--- src/rtl/pll_reconf_pkg.sv ---
// Shared state encoding, default parameters and sizing helper for the PLL
// reconfiguration sequencer.
package pll_reconf_pkg;

  typedef enum logic [2:0] {
    StIdle,
    StSettle,
    StStep,
    StWaitRdy,
    StFault
  } pll_reconf_state_e;

  localparam int unsigned DefOptW       = 3;
  localparam int unsigned DefSettleCyc  = 8;
  localparam int unsigned DefTimeoutCyc = 4096;
  localparam int unsigned DefMaxRetries = 2;

  // Bits needed to hold values 0..n-1, never less than one.
  function automatic int unsigned cnt_w(int unsigned n);
    return (n <= 1) ? 1 : $clog2(n);
  endfunction

endpackage

--- src/rtl/pll_reconf_timer.sv ---
// Clearable saturating up-counter; tc_o flags that the count has reached Limit-1.
module pll_reconf_timer
  import pll_reconf_pkg::*;
#(
  parameter int unsigned Limit = DefSettleCyc
) (
  input  logic clk_i,
  input  logic rst_i,
  input  logic clr_i,
  input  logic en_i,
  output logic tc_o
);

  localparam int unsigned W = cnt_w(Limit);
  localparam logic [W-1:0] Last = W'(Limit - 1);

  logic [W-1:0] cnt_d, cnt_q;

  always_comb begin
    cnt_d = cnt_q;
    if (clr_i) begin
      cnt_d = '0;
    end else if (en_i && (cnt_q != Last)) begin
      cnt_d = cnt_q + W'(1);
    end
  end

  always_ff @(posedge clk_i or posedge rst_i) begin
    if (rst_i) begin
      cnt_q <= '0;
    end else begin
      cnt_q <= cnt_d;
    end
  end

  assign tc_o = (cnt_q == Last);

endmodule

--- src/rtl/pll_reconf_sequencer.sv ---
// Debounces configuration requests and sequences PLL DRP reconfiguration with
// timeout, bounded retries and a sticky fault; holds downstream reset while busy.
module pll_reconf_sequencer
  import pll_reconf_pkg::*;
#(
  parameter int unsigned OPT_W       = DefOptW,
  parameter int unsigned SETTLE_CYC  = DefSettleCyc,
  parameter int unsigned TIMEOUT_CYC = DefTimeoutCyc,
  parameter int unsigned MAX_RETRIES = DefMaxRetries
) (
  input  logic             clk,
  input  logic             rst,
  input  logic [OPT_W-1:0] option_req,
  input  logic             force_reconf,
  input  logic             srdy,
  output logic             sstep,
  output logic [OPT_W-1:0] state_sel,
  output logic [OPT_W-1:0] applied_option,
  output logic             busy,
  output logic             sys_reset_out,
  output logic             timeout_err
);

  localparam int unsigned RW = cnt_w(MAX_RETRIES + 1);
  localparam logic [RW-1:0] MaxRetry = RW'(MAX_RETRIES);

  pll_reconf_state_e state_d, state_q;
  logic [OPT_W-1:0]  target_d, target_q;
  logic [OPT_W-1:0]  applied_d, applied_q;
  logic [RW-1:0]     retry_d, retry_q;
  logic              err_d, err_q;

  logic settle_clr, settle_en, settle_tc;
  logic tmo_clr, tmo_tc;

  pll_reconf_timer #(
    .Limit (SETTLE_CYC)
  ) u_settle_timer (
    .clk_i (clk),
    .rst_i (rst),
    .clr_i (settle_clr),
    .en_i  (settle_en),
    .tc_o  (settle_tc)
  );

  pll_reconf_timer #(
    .Limit (TIMEOUT_CYC)
  ) u_timeout_timer (
    .clk_i (clk),
    .rst_i (rst),
    .clr_i (tmo_clr),
    .en_i  (1'b1),
    .tc_o  (tmo_tc)
  );

  // Timeout window restarts on every entry to WAIT_RDY, including retries.
  assign tmo_clr = (state_q != StWaitRdy);

  always_comb begin
    state_d    = state_q;
    target_d   = target_q;
    applied_d  = applied_q;
    retry_d    = retry_q;
    err_d      = err_q;
    settle_clr = 1'b1;
    settle_en  = 1'b0;

    unique case (state_q)
      StIdle: begin
        if (force_reconf || (option_req != applied_q)) begin
          state_d = StSettle;
        end
      end
      StSettle: begin
        if (option_req != target_q) begin
          target_d = option_req;
        end else begin
          settle_clr = 1'b0;
          settle_en  = 1'b1;
          // settle_tc here means this is the last required stable cycle.
          if (settle_tc) begin
            state_d = StStep;
          end
        end
      end
      StStep: begin
        state_d = StWaitRdy;
      end
      StWaitRdy: begin
        if (srdy) begin
          applied_d = target_q;
          retry_d   = '0;
          state_d   = (option_req != target_q) ? StSettle : StIdle;
        end else if (tmo_tc) begin
          if (retry_q < MaxRetry) begin
            retry_d = retry_q + RW'(1);
            state_d = StStep;
          end else begin
            err_d   = 1'b1;
            state_d = StFault;
          end
        end
      end
      StFault: begin
        if (force_reconf || (option_req != target_q)) begin
          err_d   = 1'b0;
          retry_d = '0;
          state_d = StSettle;
        end
      end
      default: begin
        state_d = StSettle;
      end
    endcase
  end

  always_ff @(posedge clk or posedge rst) begin
    if (rst) begin
      state_q   <= StSettle;
      target_q  <= '0;
      applied_q <= '0;
      retry_q   <= '0;
      err_q     <= 1'b0;
    end else begin
      state_q   <= state_d;
      target_q  <= target_d;
      applied_q <= applied_d;
      retry_q   <= retry_d;
      err_q     <= err_d;
    end
  end

  assign sstep          = (state_q == StStep);
  assign busy           = (state_q == StSettle) || (state_q == StStep) || (state_q == StWaitRdy);
  assign sys_reset_out  = (state_q != StIdle);
  assign state_sel      = target_q;
  assign applied_option = applied_q;
  assign timeout_err    = err_q;

endmodule

--- config.mk ---
export PLATFORM = sky130hd
export DESIGN_NAME = pll_reconf_sequencer
export DESIGN_NICKNAME = d
export VERILOG_FILES = /design/src/rtl/pll_reconf_pkg.sv /design/src/rtl/pll_reconf_timer.sv /design/src/rtl/pll_reconf_sequencer.sv
export SDC_FILE = /design/constraint.sdc
export NUM_CORES = 1
export LEC_CHECK = 0
export CAP_MARGIN = 20
export CORE_MARGIN = 2
export CORE_UTILIZATION = 35
export DETAILED_ROUTE_END_ITERATION = 10
export GPL_ROUTABILITY_DRIVEN = 1
export GPL_TIMING_DRIVEN = 0
export PLACE_DENSITY = 0.52
export SYNTH_ARGS = -nofsm -noshare
export SYNTH_HDL_FRONTEND = slang
export SYNTH_SLANG_ARGS = --single-unit
--- constraint.sdc ---
create_clock -name clk -period 2.1 [get_ports clk]
set_input_delay 0.63 -clock clk [delete_from_list [all_inputs] [get_ports clk]]
set_output_delay 0.63 -clock clk [all_outputs]
set_load 0.01 [all_outputs]
==> flow_summary.json <==
{
  "rsz0062_at_grt": "false",
  "path_max_fanout": 9,
  "wirelength_mm": 2.82,
  "multi_input_area_um2": 758,
  "core_um2": 4030,
  "syn_area_um2": 1480,
  "layout.nets": 176,
  "netSwitchingFraction_pct": 34.8,
  "ant_nets": 0,
  "grt_pass1_vias": 1037,
  "crit_slowest_cell": "dfstp_2",
  "ys_seq_elements": 27,
  "placed_area_um2": 1700,
  "fp.dieH_um": 69.0,
  "yosysWarningCount": 0,
  "clk_path_buf_depth": 2,
  "drt_first_pass_iters": 4,
  "synth_ff_type": "dfrtp_1",
  "p_switching_uw": 650,
  "post-route-drc-count": 0,
  "diodes": 0,
  "synth_compound_area_share_pct": 8.05,
  "layout-drive-gt1-share_pct": 19.4,
  "ys_seq_area_share_pct": 45.8,
  "combPwrFrac_pct": 44.8,
  "relSlewSlack_pct": 71.2,
  "cts_root_buffer": "clkbuf_8",
  "synth_top_area_cell": "dfrtp_1",
  "yosys.area_share.simple_pct": 23.3,
  "seqPwrFrac_pct": 39.6,
  "synth_most_common_cell": "dfrtp_1",
  "synthTopCellsByCount": "dfrtp_1, nor2_1, nand2_1",
  "finish.instance_area_um2": 1800,
  "synth.top_cells.by_area": "dfrtp_1, nor2_1, mux2_2",
  "grt_pass1_wl_mm": 4.91,
  "ys_types": 39,
  "wl_per_cell_um": 13.1,
  "num-fill-cells": 398,
  "place.gp.congestion": 0.866,
  "crit_chain": "buf_6 > nor2_1 > nor2_1 > dlygate4sd2_1",
  "cellLeakagePower_uw": 0.000805,
  "floorplan.die_area_um2": 4750,
  "grt_start_max_net_pins": 28,
  "status": "finished, final reports clean",
  "seqCellArea_um2": 678,
  "end_kind": "output pin",
  "port_buffers": 16,
  "total_power_uw": 1870,
  "maxCapViolations": 0,
  "syn_inst": 141,
  "cpMostUsedCell": "nor2_1",
  "grtUsageTotal_pct": 13.8,
  "hold_path_class": "reg -> reg",
  "worstSetupPathType": "reg -> out",
  "synthAdderAreaFrac_pct": 2.54,
  "path_clk_slew_ns": 0.10,
  "power_frac_clock_pct": 15.6,
  "cts.htree.levels": 1,
  "syn_nets": 151,
  "maxSlewViolCount": 0,
  "vias": 1078,
  "p_per_area_nw_per_um2": 1040,
  "rows": 23,
  "synth_top_area_share_pct": 44.1,
  "hold_viol_final": 0,
  "period_share_pct": 94.9,
  "synth_area_per_cell_um2": 10.5,
  "tightest_slew_ns": 0.430,
  "cts_buffers": 3,
  "avgViaCountPerCell": 5.01,
  "ir_worst_vdd_uv": 364,
  "clock_sinks": 27,
  "cts_tree": "yes",
  "dpl.hpwl_mm": 2.03,
  "required_ns": 1.47,
  "internal-power_uw": 1220,
  "cp_data_arrival_time_ns": 1.36,
  "dieWidth_um": 69.0,
  "grt_overflow": 0,
  "synth_edf_count": 0,
  "period_needed_ns": 1.99,
  "fin_skew_ns": 0.00991,
  "start_util_pct": 36.6,
  "worst_skew_pair.late_latency_ns": 0.27,
  "finalSetupViolCount": 0,
  "post_synth_mux_area_share_pct": 7.63,
  "io_pins": 17,
  "antenna_found_initial": 0,
  "startpoint_type": "flip-flop",
  "syn_to_final_growth_pct": 21.7,
  "synth_top_family_by_area": "simple AND/OR/NAND/NOR gates",
  "ys_async_sr_fraction_pct": 100,
  "synth_xor_area_share_pct": 9.83,
  "slowest_delay_ns": 0.54,
  "initialDrtViolationCount": 49,
  "max_freq_ghz": 0.502
}
final timing paths:
kind                       slack, ns           end                     start  depth (start not counted)
hold / removal                  0.49    retry_q[0]                retry_q[0]                          1
setup / recovery                0.11          busy                state_q[0]                          4
min in group asynchronous       0.62  state_sel[0]                       rst                          2
max in group asynchronous       0.99    state_q[0]                       rst                          3
hold reg to reg                 0.49    retry_q[0]                retry_q[0]                          1
setup reg to reg                0.39    state_q[0]  u_timeout_timer.cnt_q[0]                          6
flip-flops by register name (all words and copies together) (netlist names):
signal,count
applied_option,3
state_q,3
u_settle_timer.cnt_q,3
retry_q,2
state_sel,3
timeout_err,1
u_timeout_timer.cnt_q,12
cell type report:
cell class / count / area share [%]
inverters: 3 / 0.627
plain buffers: 4 / 1.67
clock buffers: 3 / 2.30
clock inverters: 1 / 0.279
multi-input cells: 107 / 42.2
well taps: 50 / 3.48
flip-flops and latches: 27 / 37.7
repair buffers: 20 / 11.7
cell usage in the layout, fill, tap and decap left out, types with 2 or more instances in the layout:
cell type / n
ha_1: 3
clkdlybuf4s50_1: 10
nand2_1: 10
nand4_1: 7
dlymetal6s2s_1: 3
and4_1: 2
dlygate4sd2_1: 2
o31ai_1: 2
xnor2_1: 5
a31oi_1: 3
mux2i_1: 3
buf_4: 5
and3_1: 2
inv_1: 3
xnor2_2: 3
mux2_2: 6
dfrtp_1: 25
nand3_1: 4
a21oi_1: 4
or3_1: 2
nor3_2: 3
clkbuf_8: 3
nor3_1: 3
xor2_1: 6
nor2_1: 21
o21ai_0: 4
critical path, delay by kind of cell (launching register included):
kind | cells | cell delay, ns
buf+inv | 2 | 0.39
flops | 1 | 0.54
simple gates | 2 | 0.17
metal layers:
layer,vias to the layer above,track usage (%),part of all wire [%]
met5,-,0,0
met4,0,4.41,0.89
met1,508,20.8,52
met3,2,2.11,4.3
met2,17,20.1,43
li1,551,-,-
kinds of logic (layout without fill, tap and decap cells):
group / count (synthesis) / in the layout
AOI/OAI and AO/OA: 18 / 18
and+or+nand+nor: 62 / 62
adders and majority gates: 3 / 3
buffers and inverters: 7 / 31
xor gates and xnor gates: 14 / 14
muxes: 10 / 10
DFF: 27 / 27
power by group through the flow:
stage | Clock, uW | Sequential [uW] | Combinational, uW
floorplan | 0 | 760 | 503
global placement | 0 | 739 | 804
detailed placement | 0 | 748 | 810
CTS | 304 | 740 | 797
global route | 327 | 759 | 919
finish | 292 | 738 | 836
metrics by stage:
step | setup slack (ns) | TNS, ns | cells | hold slack, ns | util [%]
detailed placement | -0.235 | -0.401 | 207 | 0.477 | 42.2
floorplan | 0.400 | 0 | 141 | 0.445 | -
finish | 0.107 | 0 | 215 | 0.488 | 44.6
global placement | -0.242 | -0.429 | 207 | 0.470 | 42.2
CTS | 0.0332 | 0 | 211 | 0.492 | 43.3
global route | 0.0201 | 0 | 215 | 0.511 | 44.6
what timing repair did:
item,CTS,global route
hold buffers,0,0
endpoints found under the setup margin,3,2
pin swaps,0,3
resized for setup,5,4
buffers inserted,0,3
(Power assumes the default switching activity.)
